File: src/rtl/game_pkg.sv
// Shared types and widths for the dot-runner game sequencer.
package game_pkg;

  localparam int RATE_W   = 28;
  localparam int SCORE_W  = 16;
  localparam int HEIGHT_W = 7;

  typedef enum logic [1:0] {
    READY = 2'd0,
    RUN   = 2'd1,
    OVER  = 2'd2
  } state_e;

  function automatic logic [SCORE_W-1:0] sat_inc(input logic [SCORE_W-1:0] v);
    return (v == {SCORE_W{1'b1}}) ? v : v + {{(SCORE_W-1){1'b0}}, 1'b1};
  endfunction

endpackage

File: src/rtl/game_sequencer_tick_timer.sv
// Loadable scroll-period down-counter; zero is a registered one-cycle strobe
// raised on the cycle after the count reaches 0 while enabled.
module tick_timer
  import game_pkg::*;
#(
  parameter logic [RATE_W-1:0] INIT_VAL = 28'd3_000_000
) (
  input  logic              clk,
  input  logic              resetn,
  input  logic              load,
  input  logic [RATE_W-1:0] load_val,
  input  logic              en,
  output logic              zero
);

  logic [RATE_W-1:0] count_q;
  logic              zero_q;

  // Countdown with reload on zero; an explicit load takes priority.
  always_ff @(posedge clk) begin
    if (!resetn) begin
      count_q <= INIT_VAL;
      zero_q  <= 1'b0;
    end else begin
      zero_q <= 1'b0;
      if (load) begin
        count_q <= load_val;
      end else if (en) begin
        if (count_q == {RATE_W{1'b0}}) begin
          count_q <= load_val;
          zero_q  <= 1'b1;
        end else begin
          count_q <= count_q - {{(RATE_W-1){1'b0}}, 1'b1};
        end
      end
    end
  end

  assign zero = zero_q;

endmodule

File: src/rtl/game_sequencer.sv
// Run-level controller: READY/RUN/OVER sequencing, scroll tick, collision and score.
// Optional period ramp enabled by defining GAME_SEQUENCER_SPEEDUP_EN.
module game_sequencer
  import game_pkg::*;
#(
  parameter int unsigned RATE_INIT     = 3_000_000,
  parameter int unsigned RATE_MIN      = 750_000,
  parameter int unsigned RATE_STEP     = 150_000,
  parameter int unsigned SPEEDUP_EVERY = 32
) (
  input  logic                clk,
  input  logic                resetn,
  input  logic                go,
  input  logic                stop,
  input  logic [HEIGHT_W-1:0] runner_height,
  input  logic [1:0]          obstacle_head,
  output logic                start,
  output logic                move,
  output logic                tick,
  output logic [RATE_W-1:0]   rate,
  output logic [SCORE_W-1:0]  score,
  output logic                game_over
);

  localparam logic [RATE_W-1:0] RATE_INIT_C = RATE_W'(RATE_INIT);

  if (SPEEDUP_EVERY < 1 || SPEEDUP_EVERY > 255 || RATE_MIN > RATE_INIT ||
      RATE_STEP > RATE_INIT) begin : g_bad_cfg
    $error("game_sequencer: invalid rate/speed-up parameters");
  end

  state_e             state_q;
  logic               start_q, move_q, game_over_q, tick_d_q;
  logic [SCORE_W-1:0] score_q;
  logic [RATE_W-1:0]  rate_q;

  logic              tick_s, hit_s, clean_s, in_run_s, exit_s;
  logic              timer_load_s, timer_en_s;
  logic [RATE_W-1:0] load_val_s;

  // Datapath has settled one cycle after tick, so the collision is judged on tick_d.
  assign hit_s        = (obstacle_head != 2'd0) &&
                        (runner_height <= {{(HEIGHT_W-2){1'b0}}, obstacle_head});
  assign in_run_s     = (state_q == RUN);
  assign clean_s      = in_run_s && tick_d_q && !hit_s;
  assign exit_s       = in_run_s && (stop || (tick_d_q && hit_s));
  assign timer_load_s = (state_q == READY) && go;
  assign timer_en_s   = in_run_s && !exit_s;
  assign load_val_s   = timer_load_s ? RATE_INIT_C : rate_q;

  tick_timer #(.INIT_VAL(RATE_INIT_C)) u_timer (
    .clk      (clk),
    .resetn   (resetn),
    .load     (timer_load_s),
    .load_val (load_val_s),
    .en       (timer_en_s),
    .zero     (tick_s)
  );

`ifdef GAME_SEQUENCER_SPEEDUP_EN
  localparam logic [RATE_W-1:0] RATE_MIN_C  = RATE_W'(RATE_MIN);
  localparam logic [RATE_W-1:0] RATE_STEP_C = RATE_W'(RATE_STEP);
  localparam logic [7:0]        SPD_LAST_C  = 8'(SPEEDUP_EVERY - 1);

  logic [7:0]        spd_cnt_q;
  logic              spd_wrap_s;
  logic [RATE_W-1:0] rate_dec_s;

  // Compare in RATE_W+1 bits so STEP+MIN cannot wrap.
  assign spd_wrap_s = (spd_cnt_q == SPD_LAST_C);
  assign rate_dec_s = ({1'b0, rate_q} >= ({1'b0, RATE_STEP_C} + {1'b0, RATE_MIN_C})) ?
                      (rate_q - RATE_STEP_C) : RATE_MIN_C;

  // Clean-tick counter between speed-ups.
  always_ff @(posedge clk) begin
    if (!resetn) begin
      spd_cnt_q <= 8'd0;
    end else if (timer_load_s) begin
      spd_cnt_q <= 8'd0;
    end else if (clean_s) begin
      spd_cnt_q <= spd_wrap_s ? 8'd0 : spd_cnt_q + 8'd1;
    end
  end
`endif

  // Run-level FSM with registered phase outputs, score and rate.
  always_ff @(posedge clk) begin
    if (!resetn) begin
      state_q     <= READY;
      start_q     <= 1'b1;
      move_q      <= 1'b0;
      game_over_q <= 1'b0;
      score_q     <= {SCORE_W{1'b0}};
      rate_q      <= RATE_INIT_C;
      tick_d_q    <= 1'b0;
    end else begin
      tick_d_q <= tick_s;
      case (state_q)
        READY: begin
          if (go) begin
            state_q <= RUN;
            start_q <= 1'b0;
            move_q  <= 1'b1;
            score_q <= {SCORE_W{1'b0}};
            rate_q  <= RATE_INIT_C;
          end
        end
        RUN: begin
          if (clean_s) begin
            score_q <= sat_inc(score_q);
`ifdef GAME_SEQUENCER_SPEEDUP_EN
            if (spd_wrap_s) begin
              rate_q <= rate_dec_s;
            end
`endif
          end
          if (exit_s) begin
            state_q     <= OVER;
            move_q      <= 1'b0;
            game_over_q <= 1'b1;
          end
        end
        OVER: begin
          if (go) begin
            state_q     <= READY;
            game_over_q <= 1'b0;
            start_q     <= 1'b1;
          end
        end
        default: begin
          state_q     <= READY;
          start_q     <= 1'b1;
          move_q      <= 1'b0;
          game_over_q <= 1'b0;
        end
      endcase
    end
  end

  assign start     = start_q;
  assign move      = move_q;
  assign tick      = tick_s;
  assign rate      = rate_q;
  assign score     = score_q;
  assign game_over = game_over_q;

endmodule

File: config.mk
export PLATFORM = sky130hd
export DESIGN_NAME = game_sequencer
export DESIGN_NICKNAME = d
export VERILOG_FILES = /design/src/rtl/game_pkg.sv /design/src/rtl/game_sequencer_tick_timer.sv /design/src/rtl/game_sequencer.sv
export SDC_FILE = /design/constraint.sdc
export NUM_CORES = 1
export LEC_CHECK = 0
export CORE_MARGIN = 3
export CORE_UTILIZATION = 46
export CTS_BUF_LIST = sky130_fd_sc_hd__clkbuf_16
export DETAILED_ROUTE_END_ITERATION = 12
export PLACE_DENSITY = 0.76
export SYNTH_ARGS = -nofsm -noshare
export SYNTH_HDL_FRONTEND = slang
export SYNTH_SLANG_ARGS = --single-unit
File: constraint.sdc
create_clock -name clk -period 2.1 [get_ports clk]
set_input_delay 0.42 -clock clk [delete_from_list [all_inputs] [get_ports clk]]
set_output_delay 0.42 -clock clk [all_outputs]
set_load 0.005 [all_outputs]
### Yosys cells after proc, flatten, opt, wreduce, memory -nomap -nowiden

Cells that the tools add are included.

* register bits after elaboration: 51

* add/sub/neg operators: 2
* $lt $le $gt $ge: 1
* eq/ne operators: 8
* mux-type cells: 19
* bitwise operators: 5
* reduce and logical (&&, ||, !) cells: 21

Operators with widths (number)
* 2-to-1 mux 28 bit: 3
* 2-to-1 mux 16 bit: 3
* case mux 16 bit (2 select lines): 1
* zero test 28 bit: 1
* subtractor 28 x 1 -> 28 bit, second input constant: 1
* adder 16 x 1 -> 16 bit, second input constant: 1
* equality test 16 bit, second input constant: 1
* AND reduction 3 bit: 4
* case mux 1 bit (3 select lines): 3
* != test 2 bit, second input constant: 4
* less-or-equal comparator 7 x 2 -> 1 bit: 1
* logical AND 1 bit: 7
* 2-to-1 mux 2 bit: 3
* case mux 2 bit (3 select lines): 1
* nonzero test 2 bit: 3
* 2-to-1 mux 1 bit: 5
* inverter 1 bit: 5
* AND reduction 4 bit: 1
* OR reduction 3 bit: 1
* equality test 2 x 1 -> 1 bit, second input constant: 1
* equality test 2 bit, second input constant: 1
* zero test 1 bit: 2
* zero test 2 bit: 1
* != test 2 x 1 -> 1 bit, second input constant: 1
* logical OR 1 bit: 1

### Logic depth before layout (Yosys ltp)

* depth in word-level cells: 9
* depth in mapped cells: 9
* gate-level depth less buffers: 8

### Cells and area by module

Synthesis repeated with hierarchy kept, for this count alone.

* cells, all modules: 437
* area, all modules: 3400.8 um^2

By module, submodules not included
* tick_timer: times used 1, cells an instance 244, area each 1898.1 um^2, seq. area each 580.6 um^2
* game_sequencer: times used 1, cells an instance 193, area each 1502.7 um^2, seq. area each 440.4 um^2

### Worst setup path after synthesis

OpenSTA, ideal clock, no wires.

* path type: input -> register
* start: in obstacle_head[1]
* end: reg u_timer.count_q[21]
* arrival: 2.171 ns
* data required time: 2.038 ns
* slack: -0.132 ns
* stages on the path: 8
* path buffers: 0
* cells stage by stage: inv_1 -> ha_1 -> nor2b_1 -> o21ai_0 -> a31oi_1 -> o211ai_1 -> or4_1 -> nand3_1

* word-level cells in the longest chain between the ends: 8

RTL lines
* start: declaration: RTL line game_sequencer.sv:16 `input logic [1:0] obstacle_head,`
* less-or-equal comparator 7 x 2 -> 1 bit / nonzero test 2 bit (equally long branches): RTL line game_sequencer.sv:43, game_sequencer.sv:42
* logical AND 1 bit (*): RTL line game_sequencer.sv:42 `assign hit_s = (obstacle_head != 2'd0) &&`
* logical AND 1 bit (*): RTL line game_sequencer.sv:46 `assign exit_s = in_run_s && (stop || (tick_d_q && hit_s));`
* logical OR 1 bit (*): RTL line game_sequencer.sv:46
* logical AND 1 bit (*): RTL line game_sequencer.sv:46
* zero test 1 bit (*): RTL line game_sequencer.sv:48 `assign timer_en_s = in_run_s && !exit_s;`
* logical AND 1 bit (*): RTL line game_sequencer.sv:48
* nonzero test 2 bit (no line) (*)
* end signal: assignment: RTL line game_sequencer_tick_timer.sv:27 `count_q <= load_val;`
* end signal: assignment: RTL line game_sequencer_tick_timer.sv:30 `count_q <= load_val;`
* end signal: assignment: RTL line game_sequencer_tick_timer.sv:33 `count_q <= count_q - {{(RATE_W-1){1'b0}}, 1'b1};`
* end: declaration: RTL line game_sequencer_tick_timer.sv:16 `logic [RATE_W-1:0] count_q;`

Mark *: on every way between the ends. The rest lies on a longest branch, timed or not.
A chain may end at the register's enable or synchronous reset.

### Worst setup path after layout

* start: reg u_timer.count_q[8]
* end: reg u_timer.count_q[11]

* word-level cells in the longest chain between the ends: 4

RTL lines
* subtractor 28 x 1 -> 28 bit / zero test 28 bit (equally long branches): RTL line game_sequencer_tick_timer.sv:33, game_sequencer_tick_timer.sv:29
* 2-to-1 mux 28 bit (*): RTL line game_sequencer_tick_timer.sv:29 `if (count_q == {RATE_W{1'b0}}) begin`
* 2-to-1 mux 28 bit (*): RTL line game_sequencer_tick_timer.sv:28 `end else if (en) begin`
* 2-to-1 mux 28 bit (*): RTL line game_sequencer_tick_timer.sv:26 `if (load) begin`

Mark *: on every way between the ends. The rest lies on a longest branch, timed or not. The select of a mux whose other input is x is not followed.

==> results <==
==> kinds of logic after synthesis <==
| family | after synthesis | share of synthesized area (%) |
|---|---|---|
| other | 2 | 0.262 |
| muxes | 4 | 1.44 |
| AOI/OAI and AO/OA | 55 | 15.2 |
| adders and majority gates | 5 | 2.18 |
| and+or+nand+nor | 140 | 26.6 |
| buffers and inverters | 46 | 10.2 |
| DFF | 51 | 35.6 |
| xor gates and xnor gates | 28 | 8.56 |
==> through the flow <==
step	total power, mW	TNS (ns)	cell area (um2)	std cells	hold slack, ns
floorplan	1.24	0	3000	357	0.451
global placement	1.31	-20.37	3450	467	0.468
detailed placement	1.32	-23.38	3450	467	0.460
CTS	2.14	-0.0575	3760	484	0.489
global route	2.23	-1.01	3850	485	0.530
finish	2.15	-0.0956	3850	485	0.485
==> sequential cells by signal, indices dropped and copies added (netlist names) <==
register,count
state_q,2
start,1
tick_d_q,1
u_timer.count_q,28
game_over,1
move,1
score,16
u_timer.zero,1
==> area by class of cell <==
class                      instances  area share, %
timing repair buffer              82           19.2
clock buffer                       5           3.25
multi-input combinational        260           47.3
sequential                        51           26.6
clock inverter                     3          0.422
tap                               75           2.44
inverter                           9          0.877
==> report_power, final <==
group	internal [mW]	switching (mW)	leakage (nW)
logic	0.147	0.194	0.998
registers	0.987	0.0204	0.413
clock network	0.436	0.364	0.0710
==> critical path: stages (launching register included) <==
cell and delay, ns:
dfxtp_2 0.32, or4_4 0.57, nor4_4 0.33, buf_4 0.18
and4_4 0.26, nand2_4 0.09, buf_4 0.15, nand2_1 0.06
mux2i_1 0.07
==> cell usage after synthesis (all sizes together) (2+ instances only) <==
master / number
dfxtp: 51
nor2: 46
buf: 32
nand2: 28
xor2: 22
a21oi: 11
nand3: 11
o21ai: 10
or4: 10
inv: 9
nor3: 9
o211ai: 9
nand4: 7
nor4: 6
xnor2: 6
and3: 5
clkbuf: 5
ha: 5
o2111ai: 5
and2: 4
or3: 4
a2111oi: 3
a21boi: 3
mux2i: 3
nor2b: 3
o21a: 3
a211oi: 2
a31oi: 2
conb: 2
nand2b: 2
o31ai: 2
==> worst paths after layout <==
path                            cells after the start                          endpoint  slack [ns]                            start
worst min register to register                      1               tick_d_q$_SDFF_PN0_        0.49          u_timer.zero$_SDFF_PP0_
worst min-delay path                                1               tick_d_q$_SDFF_PN0_        0.49          u_timer.zero$_SDFF_PP0_
worst max register to register                      8  u_timer.count_q[11]$_SDFFE_PN0P_       -0.04  u_timer.count_q[8]$_SDFFE_PN0P_
worst max-delay path                                8  u_timer.count_q[11]$_SDFFE_PN0P_       -0.04  u_timer.count_q[8]$_SDFFE_PN0P_
==> routing by layer <==
| metal | part of all wire (%) | vias to the layer above | wire, um | global-route usage, % |
|---|---|---|---|---|
| li1 | - | 1276 | - | - |
| met5 | 0 | - | 0 | 0 |
| met3 | 5.4 | 9 | 394 | 4.47 |
| met1 | 42 | 1218 | 3090 | 24.2 |
| met2 | 51 | 97 | 3720 | 33.5 |
| met4 | 1.3 | 0 | 93 | 4.75 |
==> timing repair <==
action | in CTS | in global routing
setup endpoints to repair | 49 | 32
hold buffers | 0 | 0
gates resized for setup | 30 | 21
cloned | 1 | 0
pin swaps | 18 | 18
buffers inserted | 8 | 2
==> metrics.md <==
| Metric | Value |
|---|---|
| Outcome | finished with violations |
| Violated checks | negative setup slack |
| Worst Hold Class | reg -> reg |
| Async set-or-reset flop fraction in the synthesized netlist | 0% |
| Synth Area per Inst | 8.66 um2 |
| Pre-antenna DRT Iters | 5 |
| Port Buf Inserts | 32 |
| Vias/cell | 5.36 |
| Io pins | 61 |
| Crit path DAT | 2.32 ns |
| CTS clk-pin slew, worst paths | 0.07 ns |
| Antenna diodes | 0 |
| Routed len/inst | 15.0 um |
| Die Area | 7210 um2 |
| Final hold violations | 0 |
| Post-DRT Antenna Nets | 0 |
| Area share of the largest cell type after synthesis | 35.6% |
| Max-cap violations | 0 |
| Most common cell after layout, fill and taps aside | dfxtp_1 |
| Flop and latch count out of synthesis | 51 |
| Die X | 84.9 um |
| Max frequency | 467 MHz |
| Final GP Congestion | 0.799 |
| Synth Instances | 331 |
| CTS tree | yes |
| Register area share after synthesis | 35.6% |
| Crit start category | flip-flop |
| Worst-Skew Late Latency | 0.29 ns |
| Total track usage | 19.3% |
| Die Ht | 84.9 um |
| Crit path required time | 2.28 ns |
| Fill cell count | 449 |
| Initial core utilization | 47.8% |
| DPL Wire Length | 4.84 mm |
| Setup violations, final | 5 |
| Detailed-route via count | 2,600 |
| RSZ-0062 raised after global routing | yes |
| Setup CP Type | reg -> reg |
| P_leak | 1.48 nW |
| Largest net degree at the start of global routing | 16 |
| Root Buffer | clkbuf_16 |
| EDFF count, synth | 0 |
| Worst setup margin | -0.0420 ns |
| Period utilization | 102% |
| Drt initial violations | 221 |
| Synth area leaders | dfxtp_1 (36%), buf_4 (7.6%), xor2_1 (6.7%) |
| Minimum clock period | 2.14 ns |
| Drt total wl | 7.30 mm |
| Count of unique library cells instantiated by Yosys | 51 |
| Worst setup EP type | flip-flop |
| Worst-path fanout max | 4 |
| Most frequent cells in the layout | dfxtp_1 (49), nor2_1 (45), buf_4 (42) |
| CTS Sinks | 51 |
| YS warnings | 0 |
| Initial antenna violation count | 0 |
| Vias in the first global route | 2,406 |
| CTS Buf Count | 5 |
| Residual DRC | 0 |
| Util after Layout | 64.3% |
| Top FF cell, synth | dfxtp_1 |
| Layout cells sized above 1 | 23.4% |
| First-pass GRT wire length | 11.6 mm |
| Core area | 5990 um2 |
| Num rows | 28 |
| Footprint of the multi-input gates | 1820 um2 |
| H-tree levels | 2 |
| Register area | 1020 um2 |
| GRT overflow | 0 |
| Layout area overhead | 34.4% |
| Dpl ws | -0.588 ns |
| VDD IR max | 361 uV |
| Area leader, netlist | dfxtp_1 |
| PwrDens | 558 nW/um2 |
| Final Max Tran Viols | 0 |
| Setup Skew | 0.00758 ns |
| Clock Tree Buf Depth | 2 |
| Final layout net count | 427 |
| Area of the mapped netlist | 2870 um2 |
Note: power is estimated with default switching activity, not from simulation.
